### src/rtl/fetch_queue_if.sv
// Instruction-memory request/response and decode-side handshake bundle for fetch_queue.
interface fetch_queue_if #(
  parameter int unsigned XLEN = 32
);
  logic            imem_req_valid;
  logic            imem_req_ready;
  logic [XLEN-1:0] imem_addr;
  logic            imem_rsp_valid;
  logic [XLEN-1:0] imem_rsp_data;
  logic [XLEN-1:0] IR;
  logic [XLEN-1:0] IR_pc;
  logic            IR_valid;
  logic            IR_ready;

  modport master (
    output imem_req_valid, imem_addr, IR, IR_pc, IR_valid,
    input  imem_req_ready, imem_rsp_valid, imem_rsp_data, IR_ready
  );

  modport slave (
    input  imem_req_valid, imem_addr, IR, IR_pc, IR_valid,
    output imem_req_ready, imem_rsp_valid, imem_rsp_data, IR_ready
  );
endinterface

### src/rtl/fetch_queue.sv
// Instruction-fetch front end: PC, credit-limited in-order memory requests,
// DEPTH-entry instruction queue to decode, and conditional redirect with stale-response drop.
module fetch_queue #(
  parameter int unsigned    XLEN     = 32,
  parameter int unsigned    DEPTH    = 4,
  parameter int unsigned    PC_STEP  = 4,
  parameter logic [XLEN-1:0] RESET_PC = '0
) (
  input  logic            clk,
  input  logic            rst,
  fetch_queue_if.master   bus,
  input  logic            redirect,
  input  logic [3:0]      redirect_cond,
  input  logic [XLEN-1:0] redirect_target,
  input  logic [3:0]      NZCV,
  output logic            redirect_taken
);

  localparam int unsigned PTR_W = $clog2(DEPTH);
  localparam int unsigned CNT_W = $clog2(DEPTH + 1);
  localparam int unsigned SUM_W = CNT_W + 1;

  typedef struct packed {
    logic [XLEN-1:0] data;
    logic [XLEN-1:0] pc;
  } entry_t;

  logic [XLEN-1:0]  pc_q, pc_d;
  logic [CNT_W-1:0] occ_q, occ_d;
  logic [CNT_W-1:0] out_cnt_q, out_cnt_d;
  logic [CNT_W-1:0] drop_cnt_q, drop_cnt_d;
  logic [PTR_W-1:0] head_q, head_d, tail_q, tail_d;
  logic [PTR_W-1:0] tag_wr_q, tag_wr_d, tag_rd_q, tag_rd_d;
  entry_t           q_mem_q [DEPTH];
  entry_t           q_mem_d [DEPTH];
  logic [XLEN-1:0]  tag_q [DEPTH];
  logic [XLEN-1:0]  tag_d [DEPTH];

  logic cond_ok, credit, req_fire, rsp_fire, drop, push, pop;

  // Condition decode over {N,Z,C,V}
  always_comb begin
    cond_ok = 1'b0;
    unique case (redirect_cond)
      4'd0:    cond_ok = 1'b1;
      4'd1:    cond_ok = NZCV[2];
      4'd2:    cond_ok = !NZCV[2];
      4'd3:    cond_ok = NZCV[1];
      4'd4:    cond_ok = !NZCV[1];
      4'd5:    cond_ok = NZCV[3];
      4'd6:    cond_ok = !NZCV[3];
      4'd7:    cond_ok = NZCV[0];
      4'd8:    cond_ok = !NZCV[0];
      default: cond_ok = 1'b0;
    endcase
  end

  assign redirect_taken = redirect && cond_ok;

  // Queued words plus in-flight requests never exceed DEPTH, so every response has a slot
  assign credit   = (SUM_W'(occ_q) + SUM_W'(out_cnt_q)) < SUM_W'(DEPTH);
  assign req_fire = bus.imem_req_valid && bus.imem_req_ready;
  assign rsp_fire = bus.imem_rsp_valid;
  assign drop     = rsp_fire && (drop_cnt_q != '0);
  assign push     = rsp_fire && !drop && !redirect_taken;
  assign pop      = (occ_q != '0) && bus.IR_ready;

  assign bus.imem_req_valid = rst && credit && !redirect_taken;
  assign bus.imem_addr      = pc_q;
  assign bus.IR             = q_mem_q[head_q].data;
  assign bus.IR_pc          = q_mem_q[head_q].pc;
  assign bus.IR_valid       = (occ_q != '0);

  always_comb begin
    pc_d       = pc_q;
    occ_d      = occ_q;
    out_cnt_d  = out_cnt_q;
    drop_cnt_d = drop_cnt_q;
    head_d     = head_q;
    tail_d     = tail_q;
    tag_wr_d   = tag_wr_q;
    tag_rd_d   = tag_rd_q;
    q_mem_d    = q_mem_q;
    tag_d      = tag_q;

    if (req_fire) begin
      pc_d            = pc_q + XLEN'(PC_STEP);
      tag_d[tag_wr_q] = pc_q;
      tag_wr_d        = tag_wr_q + PTR_W'(1);
    end
    // Tag FIFO pops on every response, stale or not, to stay aligned with memory order
    if (rsp_fire) begin
      tag_rd_d = tag_rd_q + PTR_W'(1);
    end
    if (push) begin
      q_mem_d[tail_q].data = bus.imem_rsp_data;
      q_mem_d[tail_q].pc   = tag_q[tag_rd_q];
      tail_d               = tail_q + PTR_W'(1);
    end
    if (pop) begin
      head_d = head_q + PTR_W'(1);
    end
    if (drop) begin
      drop_cnt_d = drop_cnt_q - CNT_W'(1);
    end

    out_cnt_d = out_cnt_q + CNT_W'(req_fire) - CNT_W'(rsp_fire);
    occ_d     = occ_q + CNT_W'(push) - CNT_W'(pop);

    // Everything still in flight after this cycle belongs to the old path
    if (redirect_taken) begin
      pc_d       = redirect_target;
      occ_d      = '0;
      head_d     = tail_q;
      drop_cnt_d = out_cnt_q - CNT_W'(rsp_fire);
    end
  end

  always_ff @(posedge clk or negedge rst) begin
    if (!rst) begin
      pc_q       <= RESET_PC;
      occ_q      <= '0;
      out_cnt_q  <= '0;
      drop_cnt_q <= '0;
      head_q     <= '0;
      tail_q     <= '0;
      tag_wr_q   <= '0;
      tag_rd_q   <= '0;
      q_mem_q    <= '{default: '0};
      tag_q      <= '{default: '0};
    end else begin
      pc_q       <= pc_d;
      occ_q      <= occ_d;
      out_cnt_q  <= out_cnt_d;
      drop_cnt_q <= drop_cnt_d;
      head_q     <= head_d;
      tail_q     <= tail_d;
      tag_wr_q   <= tag_wr_d;
      tag_rd_q   <= tag_rd_d;
      q_mem_q    <= q_mem_d;
      tag_q      <= tag_d;
    end
  end

endmodule

### src/flat_wrapper.sv
// flat-port wrapper written by rule: the top's interface ports become plain ports
module fetch_queue_flat 
#(
  parameter int unsigned    XLEN     = 32,
  parameter int unsigned    DEPTH    = 4,
  parameter int unsigned    PC_STEP  = 4,
  parameter logic [XLEN-1:0] RESET_PC = '0
)
  (clk, rst, redirect, redirect_cond, redirect_target, NZCV, redirect_taken, bus_imem_req_valid, bus_imem_addr, bus_IR, bus_IR_pc, bus_IR_valid, bus_imem_req_ready, bus_imem_rsp_valid, bus_imem_rsp_data, bus_IR_ready);
  fetch_queue_if #(.XLEN(XLEN)) bus_i ();
  input  logic clk;
  input  logic rst;
  input  logic redirect;
  input  logic [3:0] redirect_cond;
  input  logic [XLEN-1:0] redirect_target;
  input  logic [3:0] NZCV;
  output logic redirect_taken;
  output wire logic [$bits(bus_i.imem_req_valid)-1:0] bus_imem_req_valid;
  output wire logic [$bits(bus_i.imem_addr)-1:0] bus_imem_addr;
  output wire logic [$bits(bus_i.IR)-1:0] bus_IR;
  output wire logic [$bits(bus_i.IR_pc)-1:0] bus_IR_pc;
  output wire logic [$bits(bus_i.IR_valid)-1:0] bus_IR_valid;
  input wire logic [$bits(bus_i.imem_req_ready)-1:0] bus_imem_req_ready;
  input wire logic [$bits(bus_i.imem_rsp_valid)-1:0] bus_imem_rsp_valid;
  input wire logic [$bits(bus_i.imem_rsp_data)-1:0] bus_imem_rsp_data;
  input wire logic [$bits(bus_i.IR_ready)-1:0] bus_IR_ready;
  assign bus_imem_req_valid = bus_i.imem_req_valid;
  assign bus_imem_addr = bus_i.imem_addr;
  assign bus_IR = bus_i.IR;
  assign bus_IR_pc = bus_i.IR_pc;
  assign bus_IR_valid = bus_i.IR_valid;
  assign bus_i.imem_req_ready = bus_imem_req_ready;
  assign bus_i.imem_rsp_valid = bus_imem_rsp_valid;
  assign bus_i.imem_rsp_data = bus_imem_rsp_data;
  assign bus_i.IR_ready = bus_IR_ready;
  fetch_queue #(.XLEN(XLEN), .DEPTH(DEPTH), .PC_STEP(PC_STEP), .RESET_PC(RESET_PC)) u_core (.clk(clk), .rst(rst), .bus(bus_i), .redirect(redirect), .redirect_cond(redirect_cond), .redirect_target(redirect_target), .NZCV(NZCV), .redirect_taken(redirect_taken));
endmodule
### config.mk
export PLATFORM = sky130hd
export DESIGN_NAME = fetch_queue_flat
export DESIGN_NICKNAME = d
export VERILOG_FILES = /design/src/rtl/fetch_queue_if.sv /design/src/rtl/fetch_queue.sv /design/src/flat_wrapper.sv
export SDC_FILE = /design/constraint.sdc
export NUM_CORES = 1
export LEC_CHECK = 0
export CAP_MARGIN = 10
export CORE_MARGIN = 2
export CORE_UTILIZATION = 40
export DETAILED_ROUTE_END_ITERATION = 12
export PLACE_DENSITY_LB_ADDON = 0.12
export SLEW_MARGIN = 5
export SYNTH_ARGS = -nofsm -noshare
export SYNTH_HDL_FRONTEND = slang
export SYNTH_SLANG_ARGS = --single-unit
### constraint.sdc
create_clock -name clk -period 4.23 [get_ports clk]
set_input_delay 1.0575 -clock clk [delete_from_list [all_inputs] [get_ports clk]]
set_output_delay 1.0575 -clock clk [all_outputs]
set_load 0.02 [all_outputs]
==> results of run 1 <==
## state kept, by name, summed over array words and instances (netlist names)
register	flops
u_core.head_q	2
u_core.out_cnt_q	3
u_core.q_mem_q	256
u_core.drop_cnt_q	3
u_core.tag_q	128
u_core.bus.imem_addr	32
u_core.occ_q	3
u_core.tag_wr_q	2
u_core.tail_q	2
u_core.tag_rd_q	2
## power groups by stage
| stage | registers [mW] | logic (mW) | clock network (mW) |
|---|---|---|---|
| 4_1_cts | 7.01 | 6.01 | 4.47 |
| 6_report | 6.98 | 5.92 | 4.33 |
| 3_3_place_gp | 7.01 | 5.89 | 0 |
| 5_1_grt | 7.25 | 6.36 | 4.65 |
| 2_1_floorplan | 6.55 | 4.15 | 0 |
| 3_5_place_dp | 7.07 | 6.00 | 0 |
## synthesized netlist by cell type, types with 2 or more instances
cell / instances / area (um2)
a21oi_1: 2 / 10.01
a31oi_1: 3 / 18.77
and2_1: 7 / 43.79
and3_1: 16 / 100.1
and3_2: 2 / 15.01
and4_1: 3 / 26.28
buf_1: 13 / 48.80
buf_2: 38 / 190.2
buf_6: 4 / 45.04
clkbuf_1: 26 / 97.59
dfrtp_1: 433 / 10840
fa_1: 2 / 40.04
ha_1: 19 / 237.7
inv_1: 19 / 71.32
mux2_1: 8 / 90.09
mux2_2: 376 / 4234
mux2i_1: 3 / 30.03
mux4_2: 96 / 2162
nand2_1: 50 / 187.7
nand3_1: 11 / 55.05
nand3b_1: 2 / 15.01
nand4_1: 9 / 56.30
nor2_1: 11 / 41.29
nor3_1: 5 / 25.02
nor4_1: 4 / 25.02
o211ai_1: 2 / 15.01
o21ai_0: 33 / 165.2
o31ai_1: 2 / 15.01
or2_2: 2 / 12.51
or3_1: 2 / 12.51
or4_1: 2 / 15.01
or4_4: 2 / 22.52
xnor2_1: 23 / 201.4
xor2_1: 16 / 140.1
## final cells by class
| type | instances | share of cell area |
|---|---|---|
| clock inverter | 11 | 0.006793 |
| tap | 615 | 0.03238 |
| inverter | 19 | 0.003001 |
| clock buffer | 77 | 0.06287 |
| timing repair buffer | 213 | 0.09720 |
| sequential | 433 | 0.4564 |
| multi-input combinational | 721 | 0.3414 |
## per-layer routing
metal	vias up	routed length, um
li1	4961	-
met1	5879	20850
met2	196	20830
met3	54	1790
met4	0	774
met5	-	0
## worst reg2reg max path, delay by kind of cell (launching register included)
family / cells / cell delay (ns)
flops: 1 / 0.42
mux: 1 / 0.40
fa+ha+maj: 1 / 0.32
buf+inv: 2 / 0.43
simple gates: 3 / 1.02
## timing repair
item	4_1_cts	5_1_grt
setup buffers	2	0
pin swaps	1	0
resized for setup	0	1
setup endpoints to repair	1	1
## per-stage QoR
stage / hold WS, ns / setup slack, ns / area (um2)
floorplan: 0.4524 / 0.7208 / 19430
detailed placement: 0.4639 / -0.007087 / 22090
CTS: 0.2945 / 0.07581 / 23760
finish: 0.3204 / 0.1585 / 23760
global placement: 0.4625 / 0.03331 / 22090
global route: 0.3085 / 0.01093 / 23760
## how the worst max path moves through the flow
stage	startpoint	to	slack, ns	cells after the start
2_1_floorplan	redirect_cond[1]	redirect_taken	0.72	6
3_3_place_gp	redirect_cond[2]	bus_imem_req_valid	0.03	6
3_5_place_dp	redirect_cond[2]	bus_imem_req_valid	-0.007	6
4_1_cts	redirect_cond[0]	redirect_taken	0.08	7
5_1_grt	redirect_cond[2]	bus_imem_req_valid	0.01	6
6_report	redirect_cond[2]	bus_imem_req_valid	0.16	6
## logic make-up after synthesis
logic type	share of synthesized area
simple gates	0.03644
fa+ha+maj	0.01429
buf+inv	0.02607
compound gates	0.01275
xor+xnor	0.01758
mux	0.3353
flops	0.5576
==> run_results.csv, run 1 <==
group,metric,value,unit
worst_setup_path,worstPathCellList,"clkdlybuf4s50_1, mux2i_1, o22ai_1, o211ai_1, and3_1, clkdlybuf4s50_1",
floorplan,die_h,224.4,um
worst_setup_path,worstSetupStartpointType,"primary input",
global_route,grt_pass1_wl,70.60,mm
worst_setup_path,rr_startpoint,"u_core.out_cnt_q[2]",
hold_path,min_path_type,"primary input to asynchronous set/reset pin",
detailed_routing,drc,0,
pwr,power_density,725.2,nW/um2
clocking,clock_latency,0.58,ns
detailed_routing,drtIter0Drc,510,
synth,syn_area,19430,um2
worst_setup_path,cp_max_fo,4,
placement,port_buffers,176,
sta,slew_headroom,0.2602,
sta,worst_pin_slew,1.110,ns
layout,drive_gt1_frac,0.4077,
global_route,grt_pass1_vias,11990,
layout,final_cell_mix,"430 x dfrtp_1, 376 x mux2_2, 174 x clkdlybuf4s50_1",
synth,ys.flop_type,"dfrtp_1",
pwr,pwr-share-seq,0.405,
layout,diodes,0,
placement,dp.cells,1999,
worst_setup_path,crit_required,3.17,ns
pwr,p_leak,10.62,nW
layout,fin_cells,2089,
detailed_routing,ant_nets,0,
worst_setup_path,r2r_slack,1.51,ns
layout,fillers,4094,
synth,async_flop_share,1.000,
sta,finalHoldViolations,0,
clocking,root_buffer,"clkbuf_16",
pwr,power.share.clock,0.251,
clocking,path_clk_slew,0.06,ns
synth,ys_types,47,
layout,area_growth,22.27,%
worst_setup_path,crit_family,"buffers and inverters",
detailed_routing,via_per_inst,5.309,
sta,fmax,0.2456,GHz
clocking,cts_hold_buf,0,
floorplan,die_x,224.4,um
pwr,p_total,17.23,mW
sta,drv_slew,0,
detailed_routing,wire_per_inst,21.18,um
detailed_routing,wirelength,44.24,mm
worst_setup_path,r2r_end,"u_core.tag_q[20]",
global_route,grt_util_all_layers,0.1811,
floorplan,core,47850,um2
worst_setup_path,max_stage_delay,0.61,ns
synth,ys_ff_latch,433,
layout,multi_input_area,8112,um2
clocking,cts_buffer_depth,3,
sta,final-setup-viol-count,0,
sta,fin_setup_tns,0,ns
synth,yosys_warnings,0,
sta,fin_crit_sh,0.9625,
synth,yosysSeqAreaShare,0.5576,
sta,clock_skew,0.01699,ns
placement,dp.final_hpwl,28.02,mm
pwr,p_int,11.87,mW
clocking,cts.sinks,433,
pwr,sw_frac_of_total,0.3113,
worst_setup_path,cp_common_cell,"clkdlybuf4s50_1",
detailed_routing,via_count,11090,
global_route,grt.met3_usage,0.02978,
global_route,busiest_layer,"met2",
layout,final_common_cell,"dfrtp_1",
sta,rsz0062_at_grt,"no",
layout,nNetsFinal,1537,
worst_setup_path,ff2ff_path_depth,7,
worst_setup_path,critPathKind,"primary input to primary output",
synth,synth_edf_count,0,
global_route,grt_max_degree,182,
floorplan,io_pins,177,
worst_setup_path,crit_arrival,3.01,ns
flow_run,drv_cap,0,
clocking,cts_max_level,2,
floorplan,initial_core_util,0.4062,
placement,globalplace.congestion,0.7590,
status,status,"complete, no violations",
pwr,switching_power,5.364,mW
global_route,antenna_found_initial,0,
clocking,numCtsBuffers,50,
synth,syn_avg_cell_area,15.44,um2
detailed_routing,firstDrtPassIters,4,
synth,synth_nets,1358,
global_route,grtUsageMet2,0.2921,
clocking,cts_tree,"built",
worst_setup_path,critical_path_buf_inv_count,2,
global_route,overflow,0,
sta,finalCriticalPeriod,4.071,ns
global_route,grtUsageMet1,0.2561,
synth,synthCells,1259,
worst_setup_path,cp-end-kind,"primary output",
pwr,peakVddDrop,0.3115,mV
floorplan,num_rows,80,
layout,regArea,10840,um2
layout,post-route-util,0.4966,
pwr,comb_power_share,0.344,
floorplan,dieArea,50360,um2
worst_setup_path,cp_slowest_cell,"clkdlybuf4s50_1",
Power figures use the tool's default switching activity.
==> run 2: changes to the inputs <==
Settings changed: ABC_AREA set to 1, CORE_MARGIN 2 to 4.
==> run 2 against run 1 <==
Global-route usage is 5.2 points higher. Worst hold slack better by 0.15 ns. First-iteration DRC count grew to 3.2 times the previous value. Synthesized cell count is 120% higher. Count of clock-buffer cells in the layout is 4 higher. Critical path depth is 2 higher. Sequential power is 2% higher. Critical path type unchanged. Highest routed layer unchanged.
==> run_results.csv, run 2 <==
group,metric,value,unit
clocking,cts_buffer_depth,3,
global_route,grtUsageMet2,0.3903,
global_route,grt_max_degree,168,
layout,final_cell_mix,"1016 x nand2_1, 430 x dfrtp_1, 254 x o21ai_0",
sta,fin_crit_sh,0.9724,
floorplan,initial_core_util,0.4041,
synth,ys_top_cells_by_count,"1016 x nand2_1, 433 x dfrtp_1, 254 x o21ai_0",
clocking,cts_max_level,2,
global_route,busiest_layer,"met2",
sta,slew_headroom,0.3351,
placement,port_buffers,176,
worst_setup_path,crit_required,3.17,ns
global_route,grt.met3_usage,0.03897,
sta,fmax,0.2431,GHz
status,status,"complete, no violations",
layout,drive_gt1_frac,0.05919,
worst_setup_path,critPathKind,"primary input to primary output",
pwr,peakVddDrop,0.3579,mV
global_route,grt_util_all_layers,0.2335,
layout,area_growth,17.09,%
layout,largest_register_ff_count,256,
worst_setup_path,worstSetupStartpointType,"primary input",
detailed_routing,drtIter0Drc,1646,
placement,dpl_cell_area,23700,um2
synth,synth_area_leaders,"dfrtp_1 50%, nand2_1 18%, o21ai_0 5.8%, o21ai_1 4.6%, nor2_1 4.2%",
synth,ys.flop_type,"dfrtp_1",
floorplan,num_rows,85,
layout,nNetsFinal,2930,
detailed_routing,firstDrtPassIters,6,
synth,syn_avg_cell_area,7.797,um2
layout,post-route-util,0.4732,
sta,clock_skew,0.01711,ns
pwr,power_density,835.1,nW/um2
detailed_routing,via_count,19350,
hold_path,min_path_type,"register to register",
synth,async_flop_share,1.000,
worst_setup_path,cp_common_cell,"clkdlybuf4s50_1",
floorplan,die_h,241.2,um
synth,yosys.area.top_type_share,0.4983,
worst_setup_path,cp-end-kind,"primary output",
layout,final_common_cell,"nand2_1",
synth,synth.most_common_cell,"nand2_1",
synth,yosysSeqAreaShare,0.4983,
synth,yosys_warnings,0,
synth,synth_nets,2888,
clocking,cts_tree,"built",
detailed_routing,via_per_inst,5.424,
clocking,cts.sinks,433,
floorplan,core,53810,um2
worst_setup_path,worstPathCellList,"clkdlybuf4s50_1, inv_2, nand2_1, nand3_1, nand4_1, nand2_2, a21oi_4, clkdlybuf4s50_1",
sta,drv_slew,0,
layout,stdcell_area,25460,um2
synth,synthCells,2789,
clocking,post_cts_buffers,0,
sta,finalHoldViolations,0,
global_route,grt_pass1_vias,19170,
sta,finalCriticalPeriod,4.113,ns
global_route,antenna_found_initial,0,
global_route,grt_pass1_wl,108.6,mm
worst_setup_path,crit_arrival,3.06,ns
clocking,path_clk_slew,0.06,ns
worst_setup_path,crit_family,"buffers and inverters",
floorplan,io_pins,177,
clocking,cts_resized,0,
placement,globalplace.congestion,0.8360,
worst_setup_path,max_stage_delay,0.68,ns
placement,place_worst_setup_slack,0.09381,ns
clocking,numCtsBuffers,51,
floorplan,die_x,241.2,um
detailed_routing,wire_per_inst,19.16,um
worst_setup_path,cp_slowest_cell,"clkdlybuf4s50_1",
detailed_routing,drc,0,
synth,ys_types,37,
sta,final.setup.worst_slack,0.1168,ns
detailed_routing,ant_nets,0,
worst_setup_path,critical_path_buf_inv_count,3,
placement,dp.final_hpwl,39.53,mm
layout,largest_register,"u_core.q_mem_q",
flow_run,drv_cap,0,
synth,synth_top_area_cell,"dfrtp_1",
sta,final-setup-viol-count,0,
synth,synth_edf_count,0,
detailed_routing,wirelength,68.35,mm
synth,ys_ff_latch,433,
clocking,clock_latency,0.60,ns
pwr,p_total,21.27,mW
global_route,overflow,0,
clocking,root_buffer,"clkbuf_16",
pwr,p_leak,12.46,nW
layout,diodes,0,
sta,rsz0062_at_grt,"no",
sta,fin_setup_tns,0,ns
synth,syn_area,21750,um2
floorplan,dieArea,58160,um2
clocking,cts_hold_buf,0,
global_route,grtUsageMet1,0.3205,
sta,worst_pin_slew,0.9912,ns
worst_setup_path,cp_max_fo,5,
-- run 2: cell count changes in the layout (fill, tap and decap cells not counted), sizes merged, moves of 18 or more --
cell,delta
mux2,-384
o22ai,+95
nor2,+238
o21ai,+423
nand3,+26
nand2,+969
and3,-18
nand4,+125
mux4,-96
inv,+31
-- run 2: final timing paths --
kind                       slack [ns]  cells after the start                       to                 from
hold / removal                   0.47                      2      u_core.q_mem_q[177]  u_core.q_mem_q[177]
min in group asynchronous        0.56                      2      u_core.q_mem_q[172]                  rst
setup / recovery                 0.12                      8       bus_imem_req_valid     redirect_cond[1]
setup reg to reg                 1.34                      9      u_core.out_cnt_q[1]  u_core.out_cnt_q[2]
max in group asynchronous        1.62                      4  u_core.bus.imem_addr[2]                  rst
hold reg to reg                  0.47                      2      u_core.q_mem_q[177]  u_core.q_mem_q[177]
-- run 2: final cells by class --
type                    instances  area (um2)
clock buffers                  81        1550
well taps                     696       870.8
clock inverters                13       209.0
multi-input cells            2065        9499
inverters                      51       192.7
flip-flops and latches        433       10840
repair buffers                229        2300
fillers                      5362       28350
-- run 2: tightest hold or removal path: cells and delay by family, from the launching register on --
family | cells | cell delay [ns]
compound gates | 1 | 0.06
flops | 1 | 0.33
simple gates | 1 | 0.05
-- run 2: where the power goes --
part           internal, mW  switching (mW)
combinational          3.34            6.21
sequential             5.84            1.27
clock                  2.81            1.79
total                  12.0            9.27
-- run 2: layer usage --
layer | vias up | part of all wire
li1 | 9278 | -
met1 | 9408 | 0.45
met2 | 588 | 0.47
met3 | 79 | 0.062
met4 | 0 | 0.019
met5 | - | 0
-- run 2: logic make-up after synthesis --
group | share of synthesized area
xor gates and xnor gates | 0.008458
adders and majority gates | 0.01277
and+or+nand+nor | 0.2797
AOI/OAI and AO/OA | 0.1350
DFF | 0.4983
buffers and inverters | 0.06571
-- run 2: through the flow --
step	instances	hold slack, ns
4_1_cts	3568	0.4761
3_3_place_gp	3474	0.4562
2_1_floorplan	2789	0.4411
3_5_place_dp	3474	0.4608
6_report	3568	0.4721
5_1_grt	3568	0.4861
